### src/rtl/gnn_pkg.sv
// gnn_pkg: shared constants, FSM state encoding and the accumulator-to-output
// conversion used by the output dense layer (dnn_layer2) and its MAC lanes.
//
// Build option:
//   DNN2_SAT_EN  defined   -> results saturate to the signed OUT_SIZE range
//                undefined -> results are the low OUT_SIZE bits (two's-complement wrap)
package gnn_pkg;

  localparam int IN_SIZE   = 21;
  localparam int W_SIZE    = 5;
  localparam int ACC_SIZE  = 28;
  localparam int OUT_SIZE  = 21;
  localparam int PROD_SIZE = IN_SIZE + W_SIZE;

  typedef enum logic [1:0] {
    IDLE = 2'd0,
    MAC  = 2'd1,
    DONE = 2'd2
  } state_e;

  function automatic logic [OUT_SIZE-1:0] acc_to_out(input logic signed [ACC_SIZE-1:0] acc);
`ifdef DNN2_SAT_EN
    // The value fits in OUT_SIZE signed bits exactly when every bit from the
    // OUT_SIZE-1 position up to the sign bit is a copy of the sign.
    if (!acc[ACC_SIZE-1] && (acc[ACC_SIZE-2:OUT_SIZE-1] != '0))
      return {1'b0, {(OUT_SIZE-1){1'b1}}};
    else if (acc[ACC_SIZE-1] && (acc[ACC_SIZE-2:OUT_SIZE-1] != '1))
      return {1'b1, {(OUT_SIZE-1){1'b0}}};
    else
      return acc[OUT_SIZE-1:0];
`else
    return acc[OUT_SIZE-1:0];
`endif
  endfunction

endpackage

### src/rtl/dnn2_mac_lane.sv
// dnn2_mac_lane: one output lane of dnn_layer2. Multiplies the presented
// feature by the presented weight, accumulates, and on load_out registers the
// converted accumulator onto result.
//
// Ports:
//   clk, rst   clock, synchronous active-high reset
//   clear      zero the accumulator (start of a new computation)
//   mac_en     add feature*weight to the accumulator this cycle
//   load_out   register the converted accumulator onto result
//   feature    signed IN_SIZE operand
//   weight     signed W_SIZE operand
//   result     OUT_SIZE result, held until the next load_out or reset
module dnn2_mac_lane
  import gnn_pkg::*;
(
  input  logic                       clk,
  input  logic                       rst,
  input  logic                       clear,
  input  logic                       mac_en,
  input  logic                       load_out,
  input  logic signed [IN_SIZE-1:0]  feature,
  input  logic signed [W_SIZE-1:0]   weight,
  output logic [OUT_SIZE-1:0]        result
);

  logic signed [PROD_SIZE-1:0] product;
  logic signed [ACC_SIZE-1:0]  acc;

  assign product = feature * weight;

  always_ff @(posedge clk) begin
    if (rst) begin
      acc    <= '0;
      result <= '0;
    end else begin
      if (clear)
        acc <= '0;
      else if (mac_en)
        acc <= acc + {{(ACC_SIZE-PROD_SIZE){product[PROD_SIZE-1]}}, product};
      if (load_out)
        result <= acc_to_out(acc);
    end
  end

endmodule

### src/rtl/dnn_layer2.sv
// dnn_layer2: output dense layer. For each of 4 nodes computes
//   out0 = sum_k in_k * w(k+4)8   and   out1 = sum_k in_k * w(k+4)9,  k = 0..3
// as a time-multiplexed MAC (one term per cycle, 8 lanes in parallel).
// Results appear 5 edges after the in_ready sample, with a one-cycle ready
// pulse on all 8 flags together.
//
// Ports:
//   clk, rst                       clock, synchronous active-high reset
//   in_ready                       start strobe (ignored while busy)
//   in<k>_n<n>                     signed relu features, node n, term k
//   w48..w78 / w49..w79            signed weights for out0 / out1
//   out0_node<n>, out1_node<n>     results
//   out10_ready_node<n>,
//   out11_ready_node<n>            result-valid pulses
//
// Build option: DNN2_SAT_EN selects saturating result conversion (see gnn_pkg).
//
// state | meaning
// ------+-----------------------------------------------------------
// IDLE  | waiting for in_ready; inputs/weights latched on the start edge
// MAC   | one term per edge, idx 0..3
// DONE  | accumulators converted onto outputs, ready pulse raised
module dnn_layer2
  import gnn_pkg::*;
(
  input  logic                      clk,
  input  logic                      rst,
  input  logic                      in_ready,
  input  logic signed [IN_SIZE-1:0] in0_n0, in1_n0, in2_n0, in3_n0,
  input  logic signed [IN_SIZE-1:0] in0_n1, in1_n1, in2_n1, in3_n1,
  input  logic signed [IN_SIZE-1:0] in0_n2, in1_n2, in2_n2, in3_n2,
  input  logic signed [IN_SIZE-1:0] in0_n3, in1_n3, in2_n3, in3_n3,
  input  logic signed [W_SIZE-1:0]  w48, w58, w68, w78,
  input  logic signed [W_SIZE-1:0]  w49, w59, w69, w79,
  output logic [OUT_SIZE-1:0]       out0_node0, out0_node1, out0_node2, out0_node3,
  output logic [OUT_SIZE-1:0]       out1_node0, out1_node1, out1_node2, out1_node3,
  output logic                      out10_ready_node0, out10_ready_node1,
  output logic                      out10_ready_node2, out10_ready_node3,
  output logic                      out11_ready_node0, out11_ready_node1,
  output logic                      out11_ready_node2, out11_ready_node3
);

  localparam logic [1:0] ST_IDLE = IDLE;
  localparam logic [1:0] ST_MAC  = MAC;
  localparam logic [1:0] ST_DONE = DONE;

  logic [1:0] state;
  logic [1:0] idx;
  logic       ready;
  logic       start;

  logic signed [IN_SIZE-1:0] in_bus [4][4];
  logic signed [W_SIZE-1:0]  w0_bus [4];
  logic signed [W_SIZE-1:0]  w1_bus [4];

  logic signed [IN_SIZE-1:0] in_lat [4][4];
  logic signed [W_SIZE-1:0]  w0_lat [4];
  logic signed [W_SIZE-1:0]  w1_lat [4];

  logic signed [IN_SIZE-1:0] feat_sel [4];
  logic signed [W_SIZE-1:0]  w0_sel;
  logic signed [W_SIZE-1:0]  w1_sel;

  logic [OUT_SIZE-1:0] res0 [4];
  logic [OUT_SIZE-1:0] res1 [4];

  // in_bus[node][term]
  assign in_bus[0][0] = in0_n0;  assign in_bus[0][1] = in1_n0;
  assign in_bus[0][2] = in2_n0;  assign in_bus[0][3] = in3_n0;
  assign in_bus[1][0] = in0_n1;  assign in_bus[1][1] = in1_n1;
  assign in_bus[1][2] = in2_n1;  assign in_bus[1][3] = in3_n1;
  assign in_bus[2][0] = in0_n2;  assign in_bus[2][1] = in1_n2;
  assign in_bus[2][2] = in2_n2;  assign in_bus[2][3] = in3_n2;
  assign in_bus[3][0] = in0_n3;  assign in_bus[3][1] = in1_n3;
  assign in_bus[3][2] = in2_n3;  assign in_bus[3][3] = in3_n3;

  assign w0_bus[0] = w48;  assign w0_bus[1] = w58;
  assign w0_bus[2] = w68;  assign w0_bus[3] = w78;
  assign w1_bus[0] = w49;  assign w1_bus[1] = w59;
  assign w1_bus[2] = w69;  assign w1_bus[3] = w79;

  assign start = (state == ST_IDLE) && in_ready;

  always_ff @(posedge clk) begin
    if (rst) begin
      state <= ST_IDLE;
      idx   <= 2'd0;
      ready <= 1'b0;
    end else begin
      ready <= 1'b0;
      case (state)
        ST_IDLE: begin
          if (in_ready) begin
            idx   <= 2'd0;
            state <= ST_MAC;
          end
        end
        ST_MAC: begin
          idx <= idx + 2'd1;
          if (idx == 2'd3)
            state <= ST_DONE;
        end
        ST_DONE: begin
          ready <= 1'b1;
          state <= ST_IDLE;
        end
        default: state <= ST_IDLE;
      endcase
    end
  end

  // Operand latches need no reset: they are only read in MAC, which is
  // always entered through a load.
  always_ff @(posedge clk) begin
    if (start) begin
      for (int n = 0; n < 4; n++)
        for (int k = 0; k < 4; k++)
          in_lat[n][k] <= in_bus[n][k];
      for (int k = 0; k < 4; k++) begin
        w0_lat[k] <= w0_bus[k];
        w1_lat[k] <= w1_bus[k];
      end
    end
  end

  always_comb begin
    for (int n = 0; n < 4; n++)
      feat_sel[n] = in_lat[n][idx];
    w0_sel = w0_lat[idx];
    w1_sel = w1_lat[idx];
  end

  for (genvar n = 0; n < 4; n++) begin : g_node
    dnn2_mac_lane u_lane0 (
      .clk      (clk),
      .rst      (rst),
      .clear    (start),
      .mac_en   (state == ST_MAC),
      .load_out (state == ST_DONE),
      .feature  (feat_sel[n]),
      .weight   (w0_sel),
      .result   (res0[n])
    );
    dnn2_mac_lane u_lane1 (
      .clk      (clk),
      .rst      (rst),
      .clear    (start),
      .mac_en   (state == ST_MAC),
      .load_out (state == ST_DONE),
      .feature  (feat_sel[n]),
      .weight   (w1_sel),
      .result   (res1[n])
    );
  end

  assign out0_node0 = res0[0];  assign out0_node1 = res0[1];
  assign out0_node2 = res0[2];  assign out0_node3 = res0[3];
  assign out1_node0 = res1[0];  assign out1_node1 = res1[1];
  assign out1_node2 = res1[2];  assign out1_node3 = res1[3];

  assign out10_ready_node0 = ready;  assign out10_ready_node1 = ready;
  assign out10_ready_node2 = ready;  assign out10_ready_node3 = ready;
  assign out11_ready_node0 = ready;  assign out11_ready_node1 = ready;
  assign out11_ready_node2 = ready;  assign out11_ready_node3 = ready;

endmodule

### config.mk
export PLATFORM = sky130hd
export DESIGN_NAME = dnn_layer2
export DESIGN_NICKNAME = d
export VERILOG_FILES = /design/src/rtl/gnn_pkg.sv /design/src/rtl/dnn2_mac_lane.sv /design/src/rtl/dnn_layer2.sv
export SDC_FILE = /design/constraint.sdc
export NUM_CORES = 2
export LEC_CHECK = 0
export CAP_MARGIN = 20
export CORE_MARGIN = 2
export CORE_UTILIZATION = 30
export CTS_BUF_LIST = sky130_fd_sc_hd__clkbuf_4 sky130_fd_sc_hd__clkbuf_8
export DETAILED_ROUTE_END_ITERATION = 10
export HOLD_SLACK_MARGIN = 0.06
export PLACE_DENSITY_LB_ADDON = 0.3
export SETUP_SLACK_MARGIN = 0.2
export SYNTH_ARGS = -nofsm -noshare
export SYNTH_HDL_FRONTEND = slang
export SYNTH_SLANG_ARGS = --single-unit
export TNS_END_PERCENT = 10
### constraint.sdc
create_clock -name clk -period 46.6 [get_ports clk]
set_input_delay 6.99 -clock clk [delete_from_list [all_inputs] [get_ports clk]]
set_output_delay 6.99 -clock clk [all_outputs]
set_load 0.05 [all_outputs]
==> results_dict.tcl <==
set metrics [dict create \
    fp-row-count 158 \
    place_area_um2 64500 \
    critPathArrivalTime_ns 10.47 \
    yosys_register_bits 719 \
    grt_pass1_wl_um 268000 \
    synth_area_leader_cell "edfxtp_1" \
    synth_area_leaders "edfxtp_1 (20%), fa_1 (15%), dfxtp_1 (12%)" \
    syn_nets 7399 \
    fmax_ghz 0.102 \
    ys_warn_count 0 \
    grt_max_degree 180 \
    status "finished, final reports clean" \
    ios 555 \
    setup_viol 0 \
    rsz0062_at_grt "no" \
    via_per_inst 4.76 \
    drt-total-wl_um 176000 \
    avgSynthCellArea_um2 9.16 \
    synth.distinct_cells 81 \
    ys.flop_type "edfxtp_1" \
    synthCells 6107 \
    fin_cells 9213 \
    cts_buffer_depth 3 \
    holdBufCountCts 0 \
    cts_buffers 121 \
    drc_errors 0 \
    max_slew_margin 0.171 \
    final_common_cell "nand2_1" \
    cts_tree "done" \
    dp.cells 8994 \
    fin_ws_ns 36.82 \
    first_iter_violations 2602 \
    gp_congestion 0.876 \
    maxCapViolCount 0 \
    async_flop_share 0 \
    place_ws_ns 35.87 \
    hpwl_um 136000 \
    portBuffers 554 \
    drive_above_1_share 0.0664 \
    vias 43800 \
    core_area_um2 185000 \
    cp.required_ns 47.29 \
    drtAntennaViolNets 0 \
    synth_edf_count 376 \
    start_util 0.302 \
    clock_sinks 719 \
    die_x_um 436 \
    grt_remaining_overflow 0 \
    layout_common_cells "nand2_1 (850), inv_1 (751), nor2_1 (702), clkdlybuf4s50_1 (553), ha_1 (497)" \
    antenna_found_initial 11 \
    post-cts-setup-buffers 0 \
    cts_root_buf "clkbuf_8" \
    cts_resized 0 \
    power_density_nw_per_um2 68.7 \
    period_share 0.210 \
    ys_seq_area_frac 0.325 \
    hp-class "register to register" \
    critPathKind "primary input to register" \
    clk_latency_ns 0.88 \
    final_area_um2 67100 \
    critPathLaunchType "primary input" \
    finalSetupTns_ns 0 \
    die_area_um2 190000 \
    seq_area_um2 18200 \
    grt_pass1_vias 43700 \
    synth.top_cell.area_share 0.202 \
    htreeDepth 3 \
    die_h_um 436 \
    slew_viol_final 0 \
    hold_viol_final 0 \
    avgRoutedWirePerCell_um 19.1 \
    drtPass1Iterations 7 \
    hold_ws_ns 0.451 \
    fin_crit_ns 9.78 \
    syn_area_um2 55900 \
    grt_usage 0.183 \
    fin_nets 7932 \
    multi_input_area_um2 34100 \
    area_delta_synth_final_pct 19.9 \
    cellLeakagePower_nw 28.2 \
    fillers 18900 \
    critPathCaptureType "register" \
    tightest_slew_ns 1.24 \
    crit_fanout 78 \
    peakVddDrop_mv 0.0364 \
    clk_pin_slew_ns 0.06 \
    fin_skew_ns 0.0779 \
]
-- metrics by stage --
stage,power [mW],util
6_report,4.60,0.362
5_1_grt,5.03,0.362
4_1_cts,4.60,0.362
3_5_place_dp,3.96,0.348
3_3_place_gp,3.90,0.348
2_1_floorplan,3.15,-
-- where the power goes --
group	total (mW)	switching, mW	internal (mW)
Combinational	3.19	1.89	1.30
Sequential	0.796	0.0598	0.736
Clock	0.616	0.275	0.341
Total	4.60	2.22	2.38
-- state kept, by name, indices dropped and copies added (netlist names), named ones only --
register	cells
out10_ready_node0	1
g_node.u_lane0.acc	84
in_lat	336
w0_lat	20
state	2
g_node.u_lane1.result	84
g_node.u_lane0.result	84
g_node.u_lane1.acc	84
w1_lat	20
idx	2
-- final timing paths --
check | slack (ns) | startpoint | end | depth (start not counted)
setup / recovery | 36.82 | in_ready | g_node[2].u_lane0.acc[19] | 8
hold / removal | 0.45 | g_node[2].u_lane1.result[16] | g_node[2].u_lane1.result[16] | 2
setup reg to reg | 37.50 | idx[1] | g_node[0].u_lane0.acc[20] | 29
hold reg to reg | 0.45 | g_node[2].u_lane1.result[16] | g_node[2].u_lane1.result[16] | 2
-- area by class of cell --
class / instances / share of cell area
flip-flops and latches: 719 / 0.271
clock inverters: 44 / 0.00713
diodes: 4 / 0.000149
repair buffers: 651 / 0.0941
inverters: 754 / 0.0422
well taps: 2480 / 0.0463
clock buffers: 168 / 0.0313
multi-input cells: 4393 / 0.508
-- cells in the mapped netlist, types with 13 or more instances --
cell type  count
nand2_1      850
inv_1        751
nor2_1       703
ha_1         497
a21oi_1      478
fa_1         416
edfxtp_1     376
dfxtp_1      343
xnor2_1      237
clkbuf_1     180
o21ai_0      150
and2_1        98
mux2i_1       91
a21o_1        83
mux2_2        74
xor2_1        72
o21ai_1       69
nand3_1       58
o21a_1        58
nor3_1        49
a211oi_1      47
o21bai_1      37
nor2b_1       31
or3_1         31
buf_1         30
nand2b_1      28
mux4_2        22
and3_1        18
nand4_1       18
buf_2         16
a31oi_1       15
o31ai_1       13
or2_2         13
-- cell families (layout without fill, tap and decap cells) --
group	after synthesis	in the layout	synth area share
muxes	192	192	0.0413
buffers and inverters	995	1617	0.0688
xor gates and xnor gates	311	311	0.0492
AOI/OAI and AO/OA	1048	1048	0.111
and+or+nand+nor	1929	1929	0.145
other	0	4	0
adders and majority gates	913	913	0.260
DFF	719	719	0.325
-- routing by layer --
metal,track usage,wire length (um)
met5,0,100
met4,0.0520,4250
met3,0.0304,9770
met2,0.278,75700
met1,0.265,86000
-- critical path, cell delays in order --
cell and delay (ns):
clkdlybuf4s50_1 0.56, nor3b_2 0.19, buf_4 0.49, or2_4 0.84, buf_4 0.80, nor2_1 0.29
nand2_1 0.13, o21ai_0 0.08
No activity file was read; power rests on OpenSTA's default activity.
